<file path="config.mk">
export PLATFORM = sky130hd
export DESIGN_NAME = alu_seq_param
export DESIGN_NICKNAME = d
export VERILOG_FILES = /design/src/rtl/alu_seq_param.sv
export SDC_FILE = /design/constraint.sdc
export NUM_CORES = 1
export LEC_CHECK = 0
export CORE_ASPECT_RATIO = 0.6
export CORE_UTILIZATION = 30
export DETAILED_ROUTE_END_ITERATION = 12
export DONT_BUFFER_PORTS = 1
export HOLD_SLACK_MARGIN = 0.1
export PLACE_DENSITY = 0.43
export RECOVER_POWER = 50
export SLEW_MARGIN = 10
export SYNTH_ARGS = -nofsm -noshare
export SYNTH_HDL_FRONTEND = slang
export SYNTH_SLANG_ARGS = --single-unit
</file>
<file path="constraint.sdc">
create_clock -name Clock -period 5.65 [get_ports Clock]
set_clock_uncertainty 0.1 [all_clocks]
set_input_delay 0.565 -clock Clock [delete_from_list [all_inputs] [get_ports Clock]]
set_output_delay 0.565 -clock Clock [all_outputs]
set_load 0.02 [all_outputs]
</file>
<file path="src/rtl/alu_seq_param.sv">
// Parametrised ALU with a valid/ready request, registered result/flags {Z,C,N,O} and an output strobe.
// Macro ALU_MUL_EN builds the iterative shift-and-add multiplier; without it code 15 is a NOP.
module alu_seq_param #(
    parameter int unsigned WIDTH = 16
) (
    input  logic             Clock,
    input  logic             Reset,
    input  logic [WIDTH-1:0] A,
    input  logic [WIDTH-1:0] B,
    input  logic [4:0]       FunSel,
    input  logic             WF,
    input  logic             InValid,
    output logic             InReady,
    output logic             OutValid,
    output logic [WIDTH-1:0] ALUOut,
    output logic [3:0]       FlagsOut
);
    localparam int unsigned H     = WIDTH / 2;
    localparam int unsigned CNT_W = $clog2(WIDTH);
    localparam int unsigned SUM_W = WIDTH + 1;

    logic [WIDTH-1:0] alu_out_q, alu_out_d;
    logic [3:0]       flags_q, flags_d;
    logic             out_valid_q, out_valid_d;

`ifdef ALU_MUL_EN
    typedef enum logic {IDLE, MUL_BUSY} state_e;
    state_e             state_q, state_d;
    logic [2*WIDTH-1:0] mcand_q, mcand_d;
    logic [2*WIDTH-1:0] prod_q, prod_d;
    logic [WIDTH-1:0]   mplier_q, mplier_d;
    logic [CNT_W-1:0]   cnt_q, cnt_d;
    logic               mul_full_q, mul_full_d;
    logic               mul_wf_q, mul_wf_d;
    logic [2*WIDTH-1:0] prod_next;
    logic [WIDTH-1:0]   mul_lo, mul_hi;
    logic [CNT_W-1:0]   mul_msb;
    logic               mul_last;

    assign InReady = (state_q == IDLE) && Reset;
`else
    assign InReady = Reset;
`endif

    logic             accept;
    logic             full;
    logic [3:0]       op;
    logic [WIDTH-1:0] mask, am, bm, b_add, res;
    logic [SUM_W-1:0] sum;
    logic [CNT_W-1:0] msb;
    logic             c_in, cin_add, carry, c_new, o_new;

    assign accept = InValid && InReady;
    assign full   = FunSel[4];
    assign op     = FunSel[3:0];
    assign c_in   = flags_q[2];

    // Single-cycle datapath, evaluated on the low W bits with the upper half masked off.
    always_comb begin
        mask    = full ? '1 : {{(WIDTH-H){1'b0}}, {H{1'b1}}};
        msb     = full ? CNT_W'(WIDTH-1) : CNT_W'(H-1);
        am      = A & mask;
        bm      = B & mask;
        b_add   = (op == 4'd6) ? (~bm & mask) : bm;
        cin_add = (op == 4'd6) ? 1'b1 : ((op == 4'd5) ? c_in : 1'b0);
        sum     = {1'b0, am} + {1'b0, b_add} + SUM_W'(cin_add);
        carry   = full ? sum[WIDTH] : sum[H];
        res     = '0;
        c_new   = c_in;
        o_new   = flags_q[0];
        case (op)
            4'd0:  res = am;
            4'd1:  res = bm;
            4'd2:  res = ~am & mask;
            4'd3:  res = ~bm & mask;
            4'd4, 4'd5, 4'd6: begin
                res   = sum[WIDTH-1:0] & mask;
                c_new = carry;
            end
            4'd7:  res = am & bm;
            4'd8:  res = am | bm;
            4'd9:  res = am ^ bm;
            4'd10: begin
                res   = (am << 1) & mask;
                c_new = am[msb];
            end
            4'd11: begin
                res   = am >> 1;
                c_new = am[0];
            end
            4'd12: begin
                res   = (am >> 1) | (WIDTH'(am[msb]) << msb);
                c_new = am[0];
            end
            4'd13: begin
                res   = ((am << 1) | WIDTH'(c_in)) & mask;
                c_new = am[msb];
            end
            4'd14: begin
                res   = (am >> 1) | (WIDTH'(c_in) << msb);
                c_new = am[0];
            end
            default: res = '0;
        endcase
        if (op == 4'd4 || op == 4'd5)
            o_new = (am[msb] == bm[msb]) && (res[msb] != am[msb]);
        else if (op == 4'd6)
            o_new = (am[msb] != bm[msb]) && (res[msb] != am[msb]);
    end

    // Next-state logic: request acceptance and, when built, one multiply step per cycle.
    always_comb begin
        alu_out_d   = alu_out_q;
        flags_d     = flags_q;
        out_valid_d = 1'b0;
`ifdef ALU_MUL_EN
        state_d    = state_q;
        mcand_d    = mcand_q;
        prod_d     = prod_q;
        mplier_d   = mplier_q;
        cnt_d      = cnt_q;
        mul_full_d = mul_full_q;
        mul_wf_d   = mul_wf_q;
        prod_next  = prod_q + (mplier_q[0] ? mcand_q : '0);
        mul_lo     = mul_full_q ? prod_next[WIDTH-1:0]
                                : {{(WIDTH-H){1'b0}}, prod_next[H-1:0]};
        mul_hi     = mul_full_q ? prod_next[2*WIDTH-1:WIDTH]
                                : {{(WIDTH-H){1'b0}}, prod_next[WIDTH-1:H]};
        mul_msb    = mul_full_q ? CNT_W'(WIDTH-1) : CNT_W'(H-1);
        mul_last   = mul_full_q ? (cnt_q == CNT_W'(WIDTH-1)) : (cnt_q == CNT_W'(H-1));
`endif
        if (accept) begin
            if (op == 4'd15) begin
`ifdef ALU_MUL_EN
                state_d    = MUL_BUSY;
                mcand_d    = {{WIDTH{1'b0}}, am};
                mplier_d   = bm;
                prod_d     = '0;
                cnt_d      = '0;
                mul_full_d = full;
                mul_wf_d   = WF;
`else
                out_valid_d = 1'b1;
`endif
            end else begin
                alu_out_d   = res;
                out_valid_d = 1'b1;
                if (WF)
                    flags_d = {(res == '0), c_new, res[msb], o_new};
            end
        end
`ifdef ALU_MUL_EN
        if (state_q == MUL_BUSY) begin
            prod_d   = prod_next;
            mcand_d  = mcand_q << 1;
            mplier_d = mplier_q >> 1;
            cnt_d    = cnt_q + CNT_W'(1);
            if (mul_last) begin
                state_d     = IDLE;
                alu_out_d   = mul_lo;
                out_valid_d = 1'b1;
                if (mul_wf_q)
                    flags_d = {(mul_lo == '0), (mul_hi != '0), mul_lo[mul_msb], (mul_hi != '0)};
            end
        end
`endif
    end

    always_ff @(posedge Clock) begin
        if (!Reset) begin
            alu_out_q   <= '0;
            flags_q     <= '0;
            out_valid_q <= 1'b0;
`ifdef ALU_MUL_EN
            state_q    <= IDLE;
            mcand_q    <= '0;
            prod_q     <= '0;
            mplier_q   <= '0;
            cnt_q      <= '0;
            mul_full_q <= 1'b0;
            mul_wf_q   <= 1'b0;
`endif
        end else begin
            alu_out_q   <= alu_out_d;
            flags_q     <= flags_d;
            out_valid_q <= out_valid_d;
`ifdef ALU_MUL_EN
            state_q    <= state_d;
            mcand_q    <= mcand_d;
            prod_q     <= prod_d;
            mplier_q   <= mplier_d;
            cnt_q      <= cnt_d;
            mul_full_q <= mul_full_d;
            mul_wf_q   <= mul_wf_d;
`endif
        end
    end

    assign ALUOut   = alu_out_q;
    assign FlagsOut = flags_q;
    assign OutValid = out_valid_q;

endmodule
</file>
# Word level (Yosys, flattened, before mapping)

Cells that the tools add are included.

$add $sub $neg: 2
Magnitude comparators: 1
Equal/unequal tests: 18
Shifts and indexed selects: 2
Multiplexer cells: 17
Bitwise logic cells: 16
Reductions and logical operators: 15

Operators by type and width:

| operator           | count |
|---|---|
| $pmux 16 s13       | 1 |
| $and 16x16->16     | 8 |
| $eq 4x4->1 const B | 8 |
| $mux 16            | 2 |
| $not 16->16        | 2 |
| $or 15x16->16      | 2 |
| $shl 1x4->16       | 2 |
| $add 16x16->17     | 1 |
| $add 17x1->17      | 1 |
| $eq 4x3->1 const B | 4 |
| $logic_not 16->1   | 1 |
| $or 16x1->16       | 1 |
| $or 16x16->16      | 1 |
| $xor 16x16->16     | 1 |
| $bmux 1 s4         | 3 |
| $mux 1             | 9 |
| $eq 4x2->1 const B | 2 |
| $reduce_and 4->1   | 2 |
| $reduce_or 3->1    | 2 |
| $lt 4x5->1 const B | 1 |
| $eq 4x1->1 const B | 1 |
| $logic_not 4->1    | 1 |
| $mux 4             | 1 |
| $logic_and 1x1->1  | 3 |
| 10 further kinds   | 11 |

Register bits: 21
Input port bits: 41
Logic and storage cells: 76

# Longest topological paths before layout

Depth in word-level cells: 15
Mapped depth: 18
Gate-level depth less buffers: 15

# Least setup slack after synthesis

No wires, ideal clock.

Path type: input -> register
Start: input FunSel[0]
End: register flags_q[3] (netlist: FlagsOut[3])
Arrival: 4.472 ns
Path slack: 1.019 ns
Cell stages on the path: 18
Buffers on the path: 3
Cell sequence: buf_2 -> nand2b_1 -> clkbuf_1 -> nor2_1 -> clkbuf_1 -> xnor2_1 -> fa_1 -> inv_1 -> fa_1 -> nand2b_1 -> a21oi_1 -> o21ai_2 -> xnor2_1 -> a221o_1 -> or4b_1 -> nor4_2 -> nand4_1 -> nand2_1

Longest elaborated chain between the ends: 7
Elaborated cells between the ends (all ways): 27
Classes of those cells: add/sub (2); eq/ne (15); mux (4); bitwise (2); reduce/logical (4)

Ends and longest elaborated chain:

| what                                     | line       | text |
|---|---|---|
| from (decl)                              | 10         | `input logic [4:0] FunSel,` |
| $eq 4x3->1 (on tied branches)            | 64, 65, 71 |  |
| $mux 16 or $mux 1 (tied branches)        | 64, 65     |  |
| $add 16x16->17 or $mux 1 (tied branches) | 66, 65     |  |
| $add 17x1->17                            | 66         | `sum = {1'b0, am} + {1'b0, b_add} + SUM_W'(cin_add);` |
| $and 16x16->16                           | 77         | `res = sum[WIDTH-1:0] & mask;` |
| $pmux 16 s13                             | 71         | `case (op)` |
| $logic_not 16->1                         | 149        | `flags_d = {(res == '0), c_new, res[msb], o_new};` |
| to (signal assigned)                     | 185        | `flags_q <= flags_d;` |
| to (decl)                                | 23         | `logic [3:0] flags_q, flags_d;` |

Several ways; a longest one is shown, not always the timed one.
A chain may end at the register's enable or synchronous reset.

# Worst setup path in the final report

Start: input FunSel[0]
End: register flags_q[0] (netlist: FlagsOut[0])

Longest elaborated chain between the ends: 12
Elaborated cells between the ends (all ways): 35
Classes of those cells: add/sub (2); eq/ne (16); mux (8); bitwise (2); reduce/logical (7)

Ends and longest elaborated chain:

| what                                     | line     | text |
|---|---|---|
| $eq 4x3->1 (on tied branches)            | -        |  |
| $mux 16 or $mux 1 (tied branches)        | 64, 65   |  |
| $add 16x16->17 or $mux 1 (tied branches) | 66, 65   |  |
| $add 17x1->17                            | 66       |  |
| $and 16x16->16                           | 77       |  |
| $pmux 16 s13                             | 71       |  |
| $bmux 1 s4                               | 106, 108 |  |
| $mux 1 (not written as such)             | 106, 108 |  |
| $ne 1x1->1                               | 106, 108 |  |
| $logic_and 1x1->1                        | 108      | `o_new = (am[msb] != bm[msb]) && (res[msb] != am[msb]);` |
| $mux 1                                   | 107      | `else if (op == 4'd6)` |
| $mux 1                                   | 105      | `if (op == 4'd4 \|\| op == 4'd5)` |

Several ways; a longest one is shown, not always the timed one. The select of a mux whose other input is x is not followed.

==> results.json <==
{
  "yosysSeqAreaShare": 0.0995,
  "grt_pass1_wl_um": 26400,
  "drc": 0,
  "power.leakage_uw": 0.00172,
  "drtAntennaViolNets": 0,
  "end_kind": "flip-flop",
  "finalCriticalPeriod_ps": 4270,
  "antenna_found_initial": 0,
  "dp_hpwl_um": 13700,
  "path_buf_inv": 1,
  "clk_pin_slew_ps": 60,
  "slew_viol_final": 0,
  "area_delta_synth_final_pct": 3.17,
  "crit_arrival_ps": 4350,
  "cts_buffers": 3,
  "fill_cells": 1540,
  "status": "finished, final reports clean",
  "start_util": 0.308,
  "grt_max_degree": 52,
  "drtPass1Iterations": 6,
  "cpMaxStageDelayCell": "or4b_1",
  "routed_wl_um": 17700,
  "synthArstFlopShare": 0,
  "drive_above_1_share": 0.0412,
  "grt_pass1_vias": 4249,
  "setup_viol": 0,
  "p_int_uw": 373,
  "synth_top_area_frac": 0.139,
  "cp_max_fo": 47,
  "powerDensity_nw_per_um2": 146,
  "slew_headroom": 0.409,
  "combPwrFrac": 0.479,
  "syn_area_um2": 4220,
  "max_freq_mhz": 234,
  "post_cts_buffers": 0,
  "cts_buffer_depth": 2,
  "postCtsHoldBufs": 0,
  "path_delay_family": "simple AND/OR/NAND/NOR gates",
  "cts_tree": "done",
  "grt_overflow": 0,
  "synthCells": 596,
  "syn_nets": 686,
  "hold_violations": 0,
  "yosys.area.top_type": "ha_1",
  "cts_resized": 0,
  "synthFlopType": "dfxtp_1",
  "max_cap_viol_count": 0,
  "p_sw_frac": 0.414,
  "regArea_um2": 420,
  "wl_per_cell_um": 23.6,
  "syn-mean-instance-area_um2": 7.09,
  "drt_iter0_drc": 539,
  "multiInputGateArea_um2": 3460,
  "path_cells": "nand2b_1, nor2_2, buf_4, xor2_1, and2_1, ha_1, nand2_1, o21ai_0, a22oi_1, a31oi_1, xor2_1, a21oi_1, o21bai_1, or4b_1, a31oi_1",
  "synth_edf_count": 0,
  "core_um2": 13700,
  "io_pins": 63,
  "insertion_delay_ps": 260,
  "synth_cell_type_count": 82,
  "synth-seq-cells": 21,
  "fin_crit_sh": 0.756,
  "clock_sinks": 21,
  "seqPwrFrac": 0.284,
  "p_clk_frac": 0.237,
  "num_vias": 4693,
  "netSwitchingPower_uw": 264,
  "min_path_type": "in -> reg",
  "die_w_um": 155,
  "die-area_um2": 14600,
  "peakVddDrop_uv": 95.5,
  "worstSetupStartpointType": "input pin",
  "fin_area_um2": 4360,
  "routabilityCongestion": 0.935,
  "tightest_slew_ps": 885,
  "numPortBuffers": 0,
  "rsz0062_at_grt": "no",
  "viasPerCell": 6.26,
  "cp_slowest_stage_delay_ps": 520,
  "grt.total_usage": 0.239,
  "final.setup.tns_ps": 0,
  "antenna_cells": 0,
  "chipHeight_um": 93.9,
  "rows": 33,
  "cts_root_buffer": "clkbuf_16",
  "synthTopCellsByArea": "ha_1, dfxtp_1, o21ai_0",
  "place_area_um2": 4280,
  "nNetsFinal": 649,
  "ctsHtreeMaxLevel": 1,
  "path_class": "in -> reg",
  "worst_ep_required_time_ps": 5730,
  "ys_warn_count": 0
}
## cell families after synthesis
kind of cell / synth area share
DFF: 0.0995
muxes: 0.0118
AOI/OAI and AO/OA: 0.348
adders and majority gates: 0.149
xor gates and xnor gates: 0.0539
buffers and inverters: 0.0818
and+or+nand+nor: 0.256
## power groups by stage
stage | Clock [uW] | Combinational, uW | Sequential [uW]
finish | 151 | 305 | 181
floorplan | 0 | 245 | 182
CTS | 156 | 299 | 181
detailed placement | 0 | 297 | 184
global placement | 0 | 296 | 184
global route | 162 | 331 | 182
## worst paths after layout
| path | start | end | slack (ps) | cells past startpoint |
|---|---|---|---|---|
| max | FunSel[0] | FlagsOut[0]$_SDFFE_PN0P_ | 1380 | 15 |
| min | Reset | ALUOut[1]$_SDFFE_PN0P_ | 350 | 2 |
| max reg2reg | FlagsOut[2]$_SDFFE_PN0P_ | FlagsOut[3]$_SDFFE_PN0P_ | 1660 | 14 |
| min reg2reg | FlagsOut[1]$_SDFFE_PN0P_ | FlagsOut[1]$_SDFFE_PN0P_ | 460 | 2 |
## synth_stat cells (3+ instances only)
cell       instances
dfxtp_1           21
xnor2_1           13
nand4_1            6
nor2_1            33
buf_4              3
ha_1              47
a221oi_1           9
a221o_1            6
nor3b_1            3
buf_1              6
mux2i_1            5
o211ai_1           7
o21ai_0           51
o21a_1             4
a21oi_1           27
a31oi_1            8
o31ai_1            3
nand2b_1           9
a22oi_1           13
and2_1            21
nor3_1            13
a2bb2oi_1          4
o22ai_1           12
a211oi_1           8
a21o_1             6
o21bai_1           4
buf_2             15
inv_1             37
nor2b_1           11
xor2_1            13
o221ai_1           5
nor4_1             4
a41oi_1            3
nand3_1           25
a32o_1             4
and4b_1            3
and3_1             7
a32oi_1            4
nand2_1           51
clkbuf_1          19
## per-layer routing
layer  share of wire  GRT usage  vias up
li1                -          -     2148
met1            0.48      0.353     2310
met2            0.42      0.364      229
met3           0.097     0.0475        6
met4          0.0043     0.0180        0
met5               0          0        -
## registers in the layout, indices dropped and copies added, names as in the netlist
register	count
ALUOut	16
FlagsOut	4
OutValid	1
## metrics by stage
stage / hold WS [ps] / util / total power (uW) / worst slack [ps] / instances
after floorplan: 427 / - / 426 / 1020 / 596
after global placement: 452 / 0.312 / 480 / 1310 / 746
after detailed placement: 449 / 0.312 / 481 / 1170 / 746
after CTS: 344 / 0.318 / 635 / 1430 / 750
after global routing: 348 / 0.318 / 675 / 1140 / 750
final: 351 / 0.318 / 637 / 1380 / 750
## layout make-up
cell class	instances	share of cell area
clock buffers	4	0.0181
inverters	38	0.0327
multi-input cells	493	0.794
flip-flops and latches	21	0.0965
well taps	192	0.0551
repair buffers	2	0.00345
## cells in the final DEF (no fill, tap or decap), types with 6 or more instances in the layout
cell type   n
nor2b_1    11
a221o_1     6
o21ai_0    51
a31oi_1     8
nand3_1    25
and3_1      7
nor3_1     13
nand2b_1    9
a21oi_1    27
dfxtp_1    21
o211ai_1    7
nand2_1    51
ha_1       47
and2_1     20
xor2_1     13
o22ai_1    12
a221oi_1    9
nand4_1     6
xnor2_1    13
a21o_1      6
nor2_1     32
a22oi_1    13
inv_1      37
a211oi_1    8
No activity file was read; power rests on OpenSTA's default activity.
